**src/rtl/bus_arbiter.sv**
```systemverilog
// -----------------------------------------------------------------------------
// bus_arbiter
//
// Purpose:
//   Decides which of NUM_MASTERS master ports owns the shared serial system
//   bus. A master raises its request and holds it for the whole transaction.
//   The arbiter returns a registered one-hot grant and keeps it until the owner
//   drops its request. There is no preemption. Every release is followed by
//   exactly one turnaround cycle with no grant before the next owner is
//   granted. The arbiter also counts how long the current tenure has lasted
//   and raises a one-cycle warning pulse when the tenure becomes too long. It
//   never revokes the grant on its own.
//
// Parameters:
//   NUM_MASTERS     number of requesting masters (2..16)
//   RR_EN           1 = round-robin, 0 = fixed priority (index 0 highest)
//   TIMEOUT_CYCLES  tenure length that raises timeout_err; 0 disables the check
//   MSEL_WIDTH      width of msel, at least clog2(NUM_MASTERS), minimum 1
//
// Ports:
//   clk          in   rising-edge clock
//   rstn         in   synchronous, active-low reset
//   breq         in   per-master request, level, held for the whole transaction
//   bgrant       out  registered one-hot grant (all zero when nobody owns the bus)
//   msel         out  index of the current or most recent owner (bus mux select)
//   bus_busy     out  1 while a grant is asserted
//   timeout_err  out  one-cycle pulse on the TIMEOUT_CYCLES-th cycle of a tenure
// -----------------------------------------------------------------------------
module bus_arbiter #(
    parameter int NUM_MASTERS    = 2,
    parameter int RR_EN          = 1,
    parameter int TIMEOUT_CYCLES = 64,
    parameter int MSEL_WIDTH     = 1
) (
    input  logic                   clk,
    input  logic                   rstn,
    input  logic [NUM_MASTERS-1:0] breq,
    output logic [NUM_MASTERS-1:0] bgrant,
    output logic [MSEL_WIDTH-1:0]  msel,
    output logic                   bus_busy,
    output logic                   timeout_err
);

    localparam int PTR_W = (NUM_MASTERS > 1) ? $clog2(NUM_MASTERS) : 1;
    localparam int CNT_W = (TIMEOUT_CYCLES > 0) ? $clog2(TIMEOUT_CYCLES + 1) : 1;

    // The counter holds (tenure cycle - 1). The pulse is therefore registered
    // at the edge where the counter still reads TIMEOUT_CYCLES-2, so that it
    // becomes visible during tenure cycle TIMEOUT_CYCLES. A limit of 1 has no
    // earlier edge, so it is handled at the granting edge instead.
    localparam logic [CNT_W-1:0] CNT_SAT  = CNT_W'(TIMEOUT_CYCLES);
    localparam logic [CNT_W-1:0] CNT_FIRE = (TIMEOUT_CYCLES >= 2) ?
                                            CNT_W'(TIMEOUT_CYCLES - 2) : '0;
    localparam logic [PTR_W-1:0] PTR_RST  = PTR_W'(NUM_MASTERS - 1);
    localparam logic [NUM_MASTERS-1:0] ONE_HOT0 = NUM_MASTERS'(1);

    typedef enum logic [1:0] {
        S_IDLE  = 2'd0,
        S_GRANT = 2'd1,
        S_GAP   = 2'd2
    } state_t;

    state_t                 state_q;
    logic [NUM_MASTERS-1:0] bgrant_q;
    logic [MSEL_WIDTH-1:0]  msel_q;
    logic                   busy_q;
    logic                   tout_q;
    logic [CNT_W-1:0]       cnt_q;
    logic [PTR_W-1:0]       ptr_q;

    // Winner selection
    logic             win_vld_d;
    logic [PTR_W-1:0] win_idx_d;
    logic             hi_vld, lo_vld;
    logic [PTR_W-1:0] hi_idx, lo_idx;
    logic             own_req;

    // The request vector is split at the rr pointer. "hi" is the lowest
    // requester above the pointer and "lo" is the lowest requester at or below
    // it. Taking hi first gives the modulo search that starts at ptr+1. The
    // previous owner sits at the pointer, so it falls into lo and gets the
    // lowest priority. With fixed priority every requester lands in lo, so the
    // lowest index wins.
    always_comb begin
        hi_vld = 1'b0;
        hi_idx = '0;
        lo_vld = 1'b0;
        lo_idx = '0;
        for (int i = NUM_MASTERS - 1; i >= 0; i--) begin
            if (breq[i]) begin
                if (RR_EN == 0 || i <= int'(ptr_q)) begin
                    lo_vld = 1'b1;
                    lo_idx = PTR_W'(i);
                end else begin
                    hi_vld = 1'b1;
                    hi_idx = PTR_W'(i);
                end
            end
        end
        win_vld_d = hi_vld | lo_vld;
        win_idx_d = hi_vld ? hi_idx : lo_idx;
    end

    // Masking with the one-hot grant picks out only the owner's request.
    // An X on any other master's request line therefore cannot affect the
    // decision to hold the grant.
    assign own_req = |(breq & bgrant_q);

    always_ff @(posedge clk) begin
        if (!rstn) begin
            state_q  <= S_IDLE;
            bgrant_q <= '0;
            msel_q   <= '0;
            busy_q   <= 1'b0;
            tout_q   <= 1'b0;
            cnt_q    <= '0;
            ptr_q    <= PTR_RST;
        end else begin
            tout_q <= 1'b0;
            case (state_q)
                // The turnaround cycle arbitrates exactly like idle. It exists
                // only so that the grant is low for one cycle between owners.
                S_IDLE, S_GAP: begin
                    if (win_vld_d) begin
                        state_q  <= S_GRANT;
                        bgrant_q <= ONE_HOT0 << win_idx_d;
                        msel_q   <= MSEL_WIDTH'(win_idx_d);
                        busy_q   <= 1'b1;
                        cnt_q    <= '0;
                        ptr_q    <= win_idx_d;
                        tout_q   <= (TIMEOUT_CYCLES == 1);
                    end else begin
                        state_q  <= S_IDLE;
                        bgrant_q <= '0;
                        busy_q   <= 1'b0;
                    end
                end
                S_GRANT: begin
                    if (own_req) begin
                        if (TIMEOUT_CYCLES >= 2 && cnt_q == CNT_FIRE) begin
                            tout_q <= 1'b1;
                        end
                        // Saturating past the firing point keeps the pulse
                        // to a single occurrence per tenure.
                        if (TIMEOUT_CYCLES > 0 && cnt_q != CNT_SAT) begin
                            cnt_q <= cnt_q + 1'b1;
                        end
                    end else begin
                        state_q  <= S_GAP;
                        bgrant_q <= '0;
                        busy_q   <= 1'b0;
                    end
                end
                default: begin
                    state_q  <= S_IDLE;
                    bgrant_q <= '0;
                    busy_q   <= 1'b0;
                end
            endcase
        end
    end

    assign bgrant      = bgrant_q;
    assign msel        = msel_q;
    assign bus_busy    = busy_q;
    assign timeout_err = tout_q;

endmodule
```
**config.mk**
```make
export PLATFORM = sky130hd
export DESIGN_NAME = bus_arbiter
export DESIGN_NICKNAME = d
export VERILOG_FILES = /design/src/rtl/bus_arbiter.sv
export SDC_FILE = /design/constraint.sdc
export NUM_CORES = 1
export LEC_CHECK = 0
export ABC_CLOCK_PERIOD_IN_PS = 1400
export CAP_MARGIN = 30
export CORE_MARGIN = 2
export CORE_UTILIZATION = 47
export DETAILED_ROUTE_END_ITERATION = 8
export PLACE_DENSITY = 0.79
export SYNTH_ARGS = -nofsm -noshare
export SYNTH_HDL_FRONTEND = slang
export SYNTH_SLANG_ARGS = --single-unit
```
**constraint.sdc**
```tcl
create_clock -name clk -period 1.4 [get_ports clk]
set_clock_uncertainty 0.15 [all_clocks]
set_input_delay 0.21 -clock clk [delete_from_list [all_inputs] [get_ports clk]]
set_output_delay 0.21 -clock clk [all_outputs]
set_load 0.01 [all_outputs]
```
[Yosys cells after proc, flatten, opt, wreduce, memory -nomap -nowiden]
Cells that the tools add are included.
Storage, ports and cells
  flip-flop bits (word level): 15
  bits in latches: 0
  RAM bits: 0
  bits in read-only memories: 0
  bits of input ports: 4
  output and inout bits: 5
  word-level logic and storage cells: 48
  memories: 0
Operators by class
  add/subtract/negate cells: 1
  $mul: 0
  divide/modulo/power cells: 0
  magnitude comparators: 1
  equality and inequality tests: 8
  shift-type cells: 1
  muxes and demuxes: 21
  bitwise gates (word level): 2
  reductions and logical operators: 7
Operators by type and width (count)
  $mux 7: 3
  $pmux 7 s2: 1
  $mux 1: 11
  $ne 2x2->1 const B: 4
  $pmux 2 s2: 2
  $add 7x1->7 const B: 1
  $eq 7x6->1 const B: 1
  $ne 7x7->1 const B: 1
  $mux 2: 3
  $reduce_and 4->1: 1
  $reduce_or 2->1: 2
  $reduce_and 3->1: 1
  $and 2x2->2: 1
  $eq 2x1->1 const B: 1
  $eq 2x2->1 const B: 1
  $logic_not 2->1: 1
  $pmux 1 s2: 1
  $reduce_and 2->1: 1
  $reduce_bool 2->1: 1
  $shl 1x1->2 const A: 1
  $le 1x1->1 const A: 1
  $or 1x1->1: 1

[Longest topological paths before layout]
Gate-level depths: netlist of run 1.
  depth in word-level cells: 8
  depth in mapped cells: 5
  depth with buffers taken out: 5

[Worst setup path after synthesis of run 1]
Ideal clock, no wire load.
  path type: flip-flop to flip-flop
  start: register cnt_q[0]
  end: register cnt_q[3]
  library setup time: 0.088 ns
  data arrival time: 1.128 ns
  data required time: 1.162 ns
  setup slack: 0.034 ns
  cell stages (with the launch flop): 6
  buffers on the path: 0
  period minus slack after synthesis: 1.366 ns
  cells stage by stage: dfxtp_1 -> inv_1 -> ha_1 -> nand4_1 -> nand3_2 -> o32ai_2
On the way
  cells in the longest elaborated chain, start to end: 4
  elaborated cells between the ends (all ways): 7
  those cells by class: add/sub (1); eq/ne (2); mux (3); reduce/logical (1)
Ends and longest elaborated chain
  start, declared: RTL line 68  | logic [CNT_W-1:0] cnt_q;
  start signal, assigned: RTL line 146  | cnt_q <= cnt_q + 1'b1;
  $add 7x1->7: RTL line 146
  $mux 7: RTL line 145  | if (TIMEOUT_CYCLES > 0 && cnt_q != CNT_SAT) begin
  $mux 7: RTL line 139  | if (own_req) begin
  $pmux 7 s2: RTL line 120  | case (state_q)
Parallel ways exist; a longest one is shown, timed or not. The select of a mux whose other input is x is not followed.
A chain may end at the register's enable or synchronous reset.

[Final worst setup path of run 1]
Same ends and word-level chain as after synthesis.

==> results.yml, run 1 <==
run_status:
  outcome: "complete, no violations"
critical_path:
  r2r_slack_ps: 20
  slowest_stage: "dfxtp_2"
  crit_path_cell_trace: "inv_2 > ha_1 > nand4_1 > nand3_2 > o32ai_2"
  crit_family: "flip-flops"
  cp-end-kind: "flop"
  timing.rr.end: "cnt_q[3]"
  worstRegToRegCells: 5
  r2r_start: "cnt_q[0]"
  worst-path-buf-inv: 1
  crit_type: "reg -> reg"
  critPathLaunchType: "flop"
  critical-path-max-stage-delay_ps: 370
  cp_max_fo: 5
  worstPathRequired_ps: 1450
  crit_arrival_ps: 1440
synth:
  synth_seq_area_share: 0.397
  ys_warn_count: 0
  ys_ff_latch: 15
  synth_top_area_share: 0.397
  synth_edf_count: 0
  netlist_top_cells_area: "dfxtp_1 (40%), ha_1 (5.0%), nand2_1 (4.5%)"
  synthDistinctLibCells: 37
  synth-main-ff-cell: "dfxtp_1"
  async_flop_share: 0
  syn_inst: 82
  syn_nets: 89
  yosys.area.top_type: "dfxtp_1"
  syn_avg_cell_area_um2: 9.22
  synthesis.area_um2: 756
hold_path:
  hold_class: "in -> reg"
  min-delay-start: "breq[0]"
  worstHoldEndpoint: "ptr_q"
  min_path_cells: 4
place:
  hpwl_um: 1210
  place_area_um2: 950
  place_inst: 118
  pre_cts_slack_ps: -294
  io_buffers: 8
  place_congestion: 0.836
power_and_ir_drop:
  leakagePower_uw: 0.000432
  switching_power_uw: 223
  ir_drop_mv: 0.580
  p_clk_frac: 0.295
  swShare: 0.263
  p_per_area_nw_per_um2: 840
  power_uw: 847
  combPwrFrac: 0.160
  internal_power_uw: 624
  p_seq_frac: 0.545
drt:
  antenna_left: 0
  drt_pass1_iterations: 4
  drc: 0
  routedWlPerCell_um: 13.0
  num_vias: 678
  vias_per_cell: 5.51
  drtIter0Drc: 24
  wirelength_um: 1600
global_routing:
  grt_pass1_wl_um: 2830
  grt_usage: 0.199
  grt_pass1_vias: 643
  grt_overflow: 0
  antenna_found_initial: 0
  grt_max_degree: 11
final_layout:
  final_core_util: 0.669
  layout_commonest_cell: "buf_4"
  diodes: 0
  fill_cells: 122
  final_cell_mix: "buf_4 (14), dfxtp_1 (9), nand2_1 (8)"
  stdcell_area_um2: 1010
  drive_above_1_share: 0.346
  instances_no_fill: 123
  area_growth_pct: 33.4
  fin_nets: 115
clock_network:
  root_buffer: "clkbuf_4"
  clkLatencyLatePin_ps: 280
  clk_pin_slew_ps: 90
  h-tree-depth: 1
  cts_tree: "done"
  numCtsBuffers: 3
  cts_hold_buf: 0
  cts.path.max_buffers: 2
  clock-sinks: 15
floorplan:
  die_area_um2: 1940
  num_rows: 14
  dieWidth_um: 44.1
  start_util: 0.502
  io_pins: 9
  coreArea_um2: 1510
  dieHeight_um: 44.1
sta:
  setup_viol: 0
  worst_slack_ps: 16.0
  worst_pin_slew_ps: 308
  hold_viol_final: 0
  finalCritPeriodShare: 0.989
  drv_slew: 0
  clock.fmax_mhz: 723
  rsz0062_at_grt: "true"
  post-route-min-period_ps: 1380
  slew_headroom: 0.794
run:
  max_cap_viol_count: 0
synthesized netlist by cell type (all sizes together), types with 2 or more instances:
cell,instances
and3,3
o211ai,2
and2,3
o32ai,2
o21ai,2
dfxtp,15
inv,6
a21oi,5
o31ai,2
nand2b,2
nor3b,2
nand3,6
nand2,9
a21boi,4
nor2,3
ha,3
tightest hold or removal path, stage by stage:
cell and delay, ps:
dlymetal6s2s_1 170, nand2b_1 120, a21oi_1 70, nand2_1 60
area by class of cell:
type / instances / area (um^2) / area share
Multi-Input combinational cell: 60 / 448 / 0.444
Timing Repair Buffer: 22 / 184 / 0.182
Tap cell: 16 / 20.0 / 0.0199
Clock buffer: 4 / 26.3 / 0.0261
Sequential cell: 15 / 308 / 0.305
Inverter: 6 / 22.5 / 0.0223
routing by layer:
layer / global-route usage / share of wire / vias up
met3: 0.0857 / 0.078 / 0
met5: 0 / 0 / -
met1: 0.256 / 0.44 / 310
met2: 0.315 / 0.48 / 24
met4: 0.0364 / 0 / 0
li1: - / - / 344
power groups by stage:
stage | Combinational [uW] | Clock (uW) | Sequential, uW
final | 135 | 250 | 462
after global routing | 152 | 283 | 465
after CTS | 132 | 265 | 462
after detailed placement | 136 | 0 | 471
after global placement | 134 | 0 | 470
after floorplan | 74.1 | 0 | 472
per-stage QoR:
step	setup TNS [ps]	hold WS, ps
after global routing	-191	258
after CTS	0	303
after detailed placement	-2830	291
after global placement	-2470	280
final	0	218
after floorplan	0	198
registers in the layout, indices dropped and copies added (netlist names):
name / flops
bgrant: 2
bus_busy: 1
cnt_q: 7
msel: 1
ptr_q: 1
state_q: 2
timeout_err: 1
cell families after synthesis:
family | Yosys count | share of synthesized area
mux | 1 | 0.0132
fa+ha+maj | 3 | 0.0497
flops | 15 | 0.397
compound gates | 23 | 0.237
buf+inv | 7 | 0.0348
simple gates | 33 | 0.268
worst max path at each step:
stage,start,to,slack (ps),depth (start not counted)
2_1_floorplan,cnt_q[0],cnt_q[3],30,5
3_3_place_gp,breq[0],cnt_q[3],-260,5
3_5_place_dp,breq[0],cnt_q[3],-290,5
4_1_cts,cnt_q[0],cnt_q[6],10,6
5_1_grt,cnt_q[0],cnt_q[3],-50,5
6_report,cnt_q[0],cnt_q[3],20,5
timing repair:
item,CTS,global route
resized for setup,11,7
buffers inserted,1,0
endpoints found under the setup margin,13,7
pin swaps,3,1
(Power assumes the default switching activity.)
==> run 2, diff against run 1 <==
--- a/config.mk
+++ b/config.mk
@@ -9,6 +9,7 @@
 export CAP_MARGIN = 30
 export CORE_MARGIN = 2
 export CORE_UTILIZATION = 47
+export CTS_CLUSTER_DIAMETER = 100
 export DETAILED_ROUTE_END_ITERATION = 8
 export PLACE_DENSITY = 0.79
 export SYNTH_ARGS = -nofsm -noshare
==> results of run 2 <==
Same layout as run 1: the final DEF is identical, and so are final timing and power.
